File: src/rtl/usb_tx_scheduler.sv
// USB device TX scheduler: arbitrates handshake, retry and data packets toward
// the TX controller, tracks the data toggle and host-handshake retries.
module usb_tx_scheduler #(
  parameter int unsigned GAP_CYCLES  = 16,
  parameter int unsigned ACK_TIMEOUT = 1024,
  parameter int unsigned MAX_RETRY   = 3
) (
  input  logic       clk,
  input  logic       n_rst,
  input  logic       hs_req,
  input  logic [1:0] hs_type,
  output logic       hs_grant,
  input  logic       data_req,
  input  logic [6:0] data_size,
  output logic       data_grant,
  output logic       tx_start,
  output logic [2:0] tx_packet,
  output logic [6:0] tx_size,
  input  logic       tx_done,
  input  logic       host_ack,
  input  logic       host_nak,
  input  logic       toggle_clear,
  output logic       busy,
  output logic       xfer_err
);

  localparam int unsigned SIZE_W      = 7;
  localparam int unsigned MAX_PAYLOAD = 64;
  localparam int unsigned CNT_MAX     = (ACK_TIMEOUT > GAP_CYCLES) ? ACK_TIMEOUT : GAP_CYCLES;
  localparam int unsigned CNT_W       = $clog2(CNT_MAX + 1);
  localparam int unsigned RTY_W       = $clog2(MAX_RETRY + 1);

  localparam logic [CNT_W-1:0] TIMEOUT_LAST = CNT_W'(ACK_TIMEOUT - 1);
  localparam logic [CNT_W-1:0] GAP_LOAD     = CNT_W'(GAP_CYCLES - 1);
  localparam logic [RTY_W-1:0] RETRY_LIMIT  = RTY_W'(MAX_RETRY);
  localparam logic [SIZE_W-1:0] SIZE_SAT    = SIZE_W'(MAX_PAYLOAD);

  localparam logic [2:0] PKT_NONE  = 3'b000;
  localparam logic [2:0] PKT_DATA0 = 3'b001;
  localparam logic [2:0] PKT_DATA1 = 3'b010;
  localparam logic [2:0] PKT_ACK   = 3'b011;
  localparam logic [2:0] PKT_NAK   = 3'b100;
  localparam logic [2:0] PKT_STALL = 3'b101;

  typedef enum logic [2:0] {
    S_IDLE      = 3'd0,
    S_ISSUE     = 3'd1,
    S_WAIT_DONE = 3'd2,
    S_WAIT_ACK  = 3'd3,
    S_GAP       = 3'd4
  } state_e;

  state_e            state_q, state_d;
  logic [CNT_W-1:0]  cnt_q, cnt_d;
  logic [RTY_W-1:0]  retry_q, retry_d;
  logic              pending_q, pending_d;
  logic              toggle_q, toggle_d;
  logic              is_data_q, is_data_d;
  logic [SIZE_W-1:0] size_q, size_d;
  logic              hs_grant_q, hs_grant_d;
  logic              data_grant_q, data_grant_d;
  logic              tx_start_q, tx_start_d;
  logic [2:0]        tx_packet_q, tx_packet_d;
  logic [SIZE_W-1:0] tx_size_q, tx_size_d;
  logic              busy_q, busy_d;
  logic              xfer_err_q, xfer_err_d;

  logic [2:0]        hs_code;
  logic [2:0]        data_code;
  logic [SIZE_W-1:0] size_sat;
  logic [RTY_W-1:0]  retry_inc;

  assign data_code = toggle_q ? PKT_DATA1 : PKT_DATA0;
  assign size_sat  = (data_size > SIZE_SAT) ? SIZE_SAT : data_size;
  assign retry_inc = retry_q + RTY_W'(1);

  always_comb begin
    hs_code = PKT_STALL;
    case (hs_type)
      2'b01:   hs_code = PKT_ACK;
      2'b10:   hs_code = PKT_NAK;
      default: hs_code = PKT_STALL;
    endcase
  end

  // Next-state and registered-output logic
  always_comb begin
    state_d      = state_q;
    cnt_d        = cnt_q;
    retry_d      = retry_q;
    pending_d    = pending_q;
    toggle_d     = toggle_q;
    is_data_d    = is_data_q;
    size_d       = size_q;
    tx_packet_d  = tx_packet_q;
    tx_size_d    = tx_size_q;
    hs_grant_d   = 1'b0;
    data_grant_d = 1'b0;
    tx_start_d   = 1'b0;
    xfer_err_d   = 1'b0;

    case (state_q)
      S_IDLE: begin
        if (hs_req && (hs_type != 2'b00)) begin
          state_d     = S_ISSUE;
          is_data_d   = 1'b0;
          hs_grant_d  = 1'b1;
          tx_start_d  = 1'b1;
          tx_packet_d = hs_code;
          tx_size_d   = '0;
        end else if (pending_q) begin
          // Retry reuses the latched size and current toggle, no grant
          state_d     = S_ISSUE;
          is_data_d   = 1'b1;
          tx_start_d  = 1'b1;
          tx_packet_d = data_code;
          tx_size_d   = size_q;
        end else if (data_req) begin
          state_d      = S_ISSUE;
          is_data_d    = 1'b1;
          size_d       = size_sat;
          data_grant_d = 1'b1;
          tx_start_d   = 1'b1;
          tx_packet_d  = data_code;
          tx_size_d    = size_sat;
        end
      end
      S_ISSUE: state_d = S_WAIT_DONE;
      S_WAIT_DONE: begin
        if (tx_done) begin
          tx_packet_d = PKT_NONE;
          tx_size_d   = '0;
          if (is_data_q) begin
            state_d = S_WAIT_ACK;
            cnt_d   = '0;
          end else begin
            state_d = S_GAP;
            cnt_d   = GAP_LOAD;
          end
        end
      end
      S_WAIT_ACK: begin
        cnt_d = cnt_q + CNT_W'(1);
        if (host_ack) begin
          toggle_d  = ~toggle_q;
          retry_d   = '0;
          pending_d = 1'b0;
          state_d   = S_GAP;
          cnt_d     = GAP_LOAD;
        end else if (host_nak || (cnt_q == TIMEOUT_LAST)) begin
          if (retry_inc < RETRY_LIMIT) begin
            retry_d   = retry_inc;
            pending_d = 1'b1;
          end else begin
            retry_d    = '0;
            pending_d  = 1'b0;
            xfer_err_d = 1'b1;
          end
          state_d = S_GAP;
          cnt_d   = GAP_LOAD;
        end
      end
      S_GAP: begin
        if (cnt_q == '0) begin
          state_d = S_IDLE;
        end else begin
          cnt_d = cnt_q - CNT_W'(1);
        end
      end
      default: state_d = S_IDLE;
    endcase

    if (toggle_clear) begin
      toggle_d = 1'b0;
    end
    busy_d = (state_d != S_IDLE);
  end

  always_ff @(posedge clk or negedge n_rst) begin
    if (!n_rst) begin
      state_q      <= S_IDLE;
      cnt_q        <= '0;
      retry_q      <= '0;
      pending_q    <= 1'b0;
      toggle_q     <= 1'b0;
      is_data_q    <= 1'b0;
      size_q       <= '0;
      hs_grant_q   <= 1'b0;
      data_grant_q <= 1'b0;
      tx_start_q   <= 1'b0;
      tx_packet_q  <= PKT_NONE;
      tx_size_q    <= '0;
      busy_q       <= 1'b0;
      xfer_err_q   <= 1'b0;
    end else begin
      state_q      <= state_d;
      cnt_q        <= cnt_d;
      retry_q      <= retry_d;
      pending_q    <= pending_d;
      toggle_q     <= toggle_d;
      is_data_q    <= is_data_d;
      size_q       <= size_d;
      hs_grant_q   <= hs_grant_d;
      data_grant_q <= data_grant_d;
      tx_start_q   <= tx_start_d;
      tx_packet_q  <= tx_packet_d;
      tx_size_q    <= tx_size_d;
      busy_q       <= busy_d;
      xfer_err_q   <= xfer_err_d;
    end
  end

  assign hs_grant   = hs_grant_q;
  assign data_grant = data_grant_q;
  assign tx_start   = tx_start_q;
  assign tx_packet  = tx_packet_q;
  assign tx_size    = tx_size_q;
  assign busy       = busy_q;
  assign xfer_err   = xfer_err_q;

endmodule
File: config.mk
export PLATFORM = sky130hd
export DESIGN_NAME = usb_tx_scheduler
export DESIGN_NICKNAME = d
export VERILOG_FILES = /design/src/rtl/usb_tx_scheduler.sv
export SDC_FILE = /design/constraint.sdc
export NUM_CORES = 1
export LEC_CHECK = 0
export BUFFER_PORTS_ARGS = -buffer_cell sky130_fd_sc_hd__buf_2
export CORE_AREA = 2 2 84 86
export CTS_CLUSTER_DIAMETER = 60
export CTS_CLUSTER_SIZE = 8
export DETAILED_ROUTE_END_ITERATION = 8
export DIE_AREA = 0 0 86 88
export PLACE_DENSITY = 0.56
export SLEW_MARGIN = 15
export SYNTH_ARGS = -nofsm -noshare
export SYNTH_HDL_FRONTEND = slang
export SYNTH_SLANG_ARGS = --single-unit
File: constraint.sdc
create_clock -name clk -period 2.2 [get_ports clk]
set_clock_uncertainty 0.05 [all_clocks]
set_input_delay 0.11 -clock clk [delete_from_list [all_inputs] [get_ports clk]]
set_output_delay 0.11 -clock clk [all_outputs]
set_load 0.005 [all_outputs]
==> key figures <==
Place
  – DP Wirelength: 4.05 mm
  – Post-DP Area: 2580 um^2
  – PortBufs: 31
  – RePlAce Congestion: 0.812

Timing
  – Max-slew violations: 0
  – Final hold slack: 0.0198 ns
  – Hold Fails Final Rpt: 0
  – Min Tclk post-route: 2.07 ns
  – Fmax: 483 MHz
  – Worst Tran Pin Value: 0.942 ns
  – Slew margin rel.: 37.2%
  – Setup TNS: 0 ns
  – # setup viols final: 0
  – Final Cycle Share: 94.2%
  – RSZ-0062 raised after global routing: false

Yosys
  – Cell Area, Synth: 2280 um^2
  – Syn_area_per_cell: 8.70 um^2
  – Most used flip-flop cell after synthesis: dfrtp_1
  – Share of synthesized registers carrying an async set or reset: 100%
  – Library cells used by synthesis: 49
  – Syn nets: 281
  – EDFF count, synth: 0
  – Post-synthesis register bit count: 41
  – Seq/Total Area, Yosys: 45.0%
  – Cells after Synth: 262
  – Yosys warnings: 0

Global routing
  – First-pass GRT wire length: 9.08 mm
  – Total gr overflow: 0
  – Largest net degree at the start of global routing: 42
  – Total Routing Usage GR: 15.1%
  – Initial antenna violation count: 0
  – Vias in the first global route: 1970

Routing
  – Routed wire per std cell: 14.3 um
  – Final ANT Viol Nets: 0
  – First DRT Iteration DRCs: 55
  – Drt total wl: 5.48 mm
  – Vias per cell: 5.43
  – First drt pass iteration count: 4
  – Total number of vias: 2078
  – DRC viols: 0

Min path
  – Hold/Removal Path Class: in -> reg
  – Worst Hold Depth: 2

Die
  – Initial Util: 34.3%
  – CORE AREA: 6640 um^2
  – Die width: 86 um
  – Die Area: 7570 um^2
  – Floorplan row count: 30
  – Number of I/O pins: 32
  – Die Span Y: 88 um

Cells and area
  – Util after Layout: 40.8%
  – Most frequent cells in the layout: 41 x dfrtp_1, 39 x nand2_1, 32 x o21ai_0
  – Design area: 2710 um^2
  – Most common cell after layout, fill and taps aside: dfrtp_1
  – Share of post-route cells with drive strength above 1: 20.8%
  – Layout area overhead: 19.0%
  – Final #Nets: 321
  – ANT cells: 0

Clock tree
  – TritonCTS clock tree: yes
  – Clk Tree Root Cell: clkbuf_8
  – Clock transition at the registers of the reported paths: 0.09 ns
  – Num CTS Buffers: 5
  – Post-CTS Setup Inserts: 0
  – # clock sinks: 41
  – Htree depth: 2
  – Worst-skew pair later-pin latency: 0.29 ns
  – Max clock buf depth: 2

Critical path
  – Crit Path Max Fanout: 7
  – Worst endpoint required time: 2.33 ns
  – Critical-path top delay cell: or4_4
  – Crit end category: flip-flop
  – CP arrival: 2.20 ns
  – CP Launch Type: flip-flop
  – Crit-path cells: or4_4 > or4_4 > a21oi_2 > o22a_1 > o21ai_1
  – CP peak stage delay: 0.52 ns
  – Crit Path Category: reg -> reg
  – Buf/Inv on CP: 0
  – Critical Path Stages: 5
  – R2R depth: 5
  – Top cell family by delay on the critical path: simple AND/OR/NAND/NOR gates
  – Top cell by count, worst path: or4_4

Power and ir drop
  – Final Total Pwr: 0.00137 W
  – Leak: 1.22 nW
  – VDD IR max: 0.000194 V
  – Power per cell area: 505 nW/um^2

Status
  – Status: completed

Job
  – Max cap viols: 0
[power by group]
group          switching (W)  internal, W
clock               0.000271     0.000290
sequential                 0     0.000753
combinational      0.0000338    0.0000216
total               0.000305      0.00106
[metal layers]
metal,up-vias,global-route usage [%],share of wire [%]
li1,1012,-,-
met2,46,27.5,50
met3,4,3.11,4.0
met4,0,3.75,0.64
met1,1016,18.3,45
met5,-,0,0
[cells by family (layout without fill, tap and decap cells)]
group                    Yosys count  in the layout  synth area share [%]
XOR/XNOR                           4              4                  1.54
adder cells (fa/ha/maj)            2              2                  1.10
buffers and inverters             20             61                  3.84
AO/OA/AOI/OAI                     80             80                  21.8
AND/OR/NAND/NOR                  109            109                  24.0
multiplexers                       6              6                  2.69
flip-flops                        41             41                  45.0
[registers in the layout (all words and copies together) (netlist names)]
register / flops
cnt_q: 11
size_q: 7
tx_size: 7
state_q: 3
tx_packet: 3
retry_q: 2
busy: 1
data_grant: 1
hs_grant: 1
is_data_q: 1
pending_q: 1
toggle_q: 1
tx_start: 1
xfer_err: 1
[what timing repair did]
item	in CTS	in global routing
endpoints found under the hold margin	42	0
endpoints found under the setup margin	0	1
hold buffers	2	0
resized for setup	0	1
[worst register-to-register path: stages (launching register included)]
cell and delay (ns):
dfrtp_1 0.38, or4_4 0.52, or4_4 0.46, a21oi_2 0.32
o22a_1 0.18, o21ai_1 0.05
[path summary, 6_finish.rpt]
kind | from | to | slack, ns
min reg2reg | tx_size[0]$_DFFE_PN0P_ | tx_size[0]$_DFFE_PN0P_ | 0.42
max in group asynchronous | n_rst | cnt_q[9]$_DFFE_PN0P_ | 1.06
min in group asynchronous | n_rst | tx_packet[1]$_DFFE_PN0P_ | 0.45
min | host_ack | xfer_err$_DFF_PN0_ | 0.02
max reg2reg | cnt_q[3]$_DFFE_PN0P_ | cnt_q[0]$_DFFE_PN0P_ | 0.13
max | cnt_q[3]$_DFFE_PN0P_ | cnt_q[0]$_DFFE_PN0P_ | 0.13
[per-stage QoR]
step,std cells,setup slack [ns]
after floorplan,262,0.0832
after global placement,373,0.152
after detailed placement,373,0.144
after CTS,383,0.130
after global routing,383,0.0105
final,383,0.128
[Yosys cell counts (3+ instances only)]
cell type	number	share of area, %
a21oi_1	15	3.3
a31oi_1	4	1.1
nand2b_1	8	2.2
nor2b_1	3	0.82
nand2_1	39	6.4
dfrtp_1	41	45
nor3b_1	3	0.99
o21ai_0	32	7.0
nor3_1	6	1.3
nand3_1	8	1.8
nor2_1	20	3.3
o21a_1	11	3.6
clkbuf_1	13	2.1
mux2i_1	5	2.2
inv_1	4	0.66
nor4_1	3	0.82
nand3b_1	4	1.3
[layout make-up]
type / instances / area [um^2]
clock inverters: 1 / 8.76
multi-input cells: 201 / 1170
repair buffers: 49 / 295
clock buffers: 7 / 96.3
well taps: 80 / 100
flip-flops and latches: 41 / 1030
inverters: 4 / 15.0
fillers: 674 / 3930
Note: power is estimated with default switching activity, not from simulation.
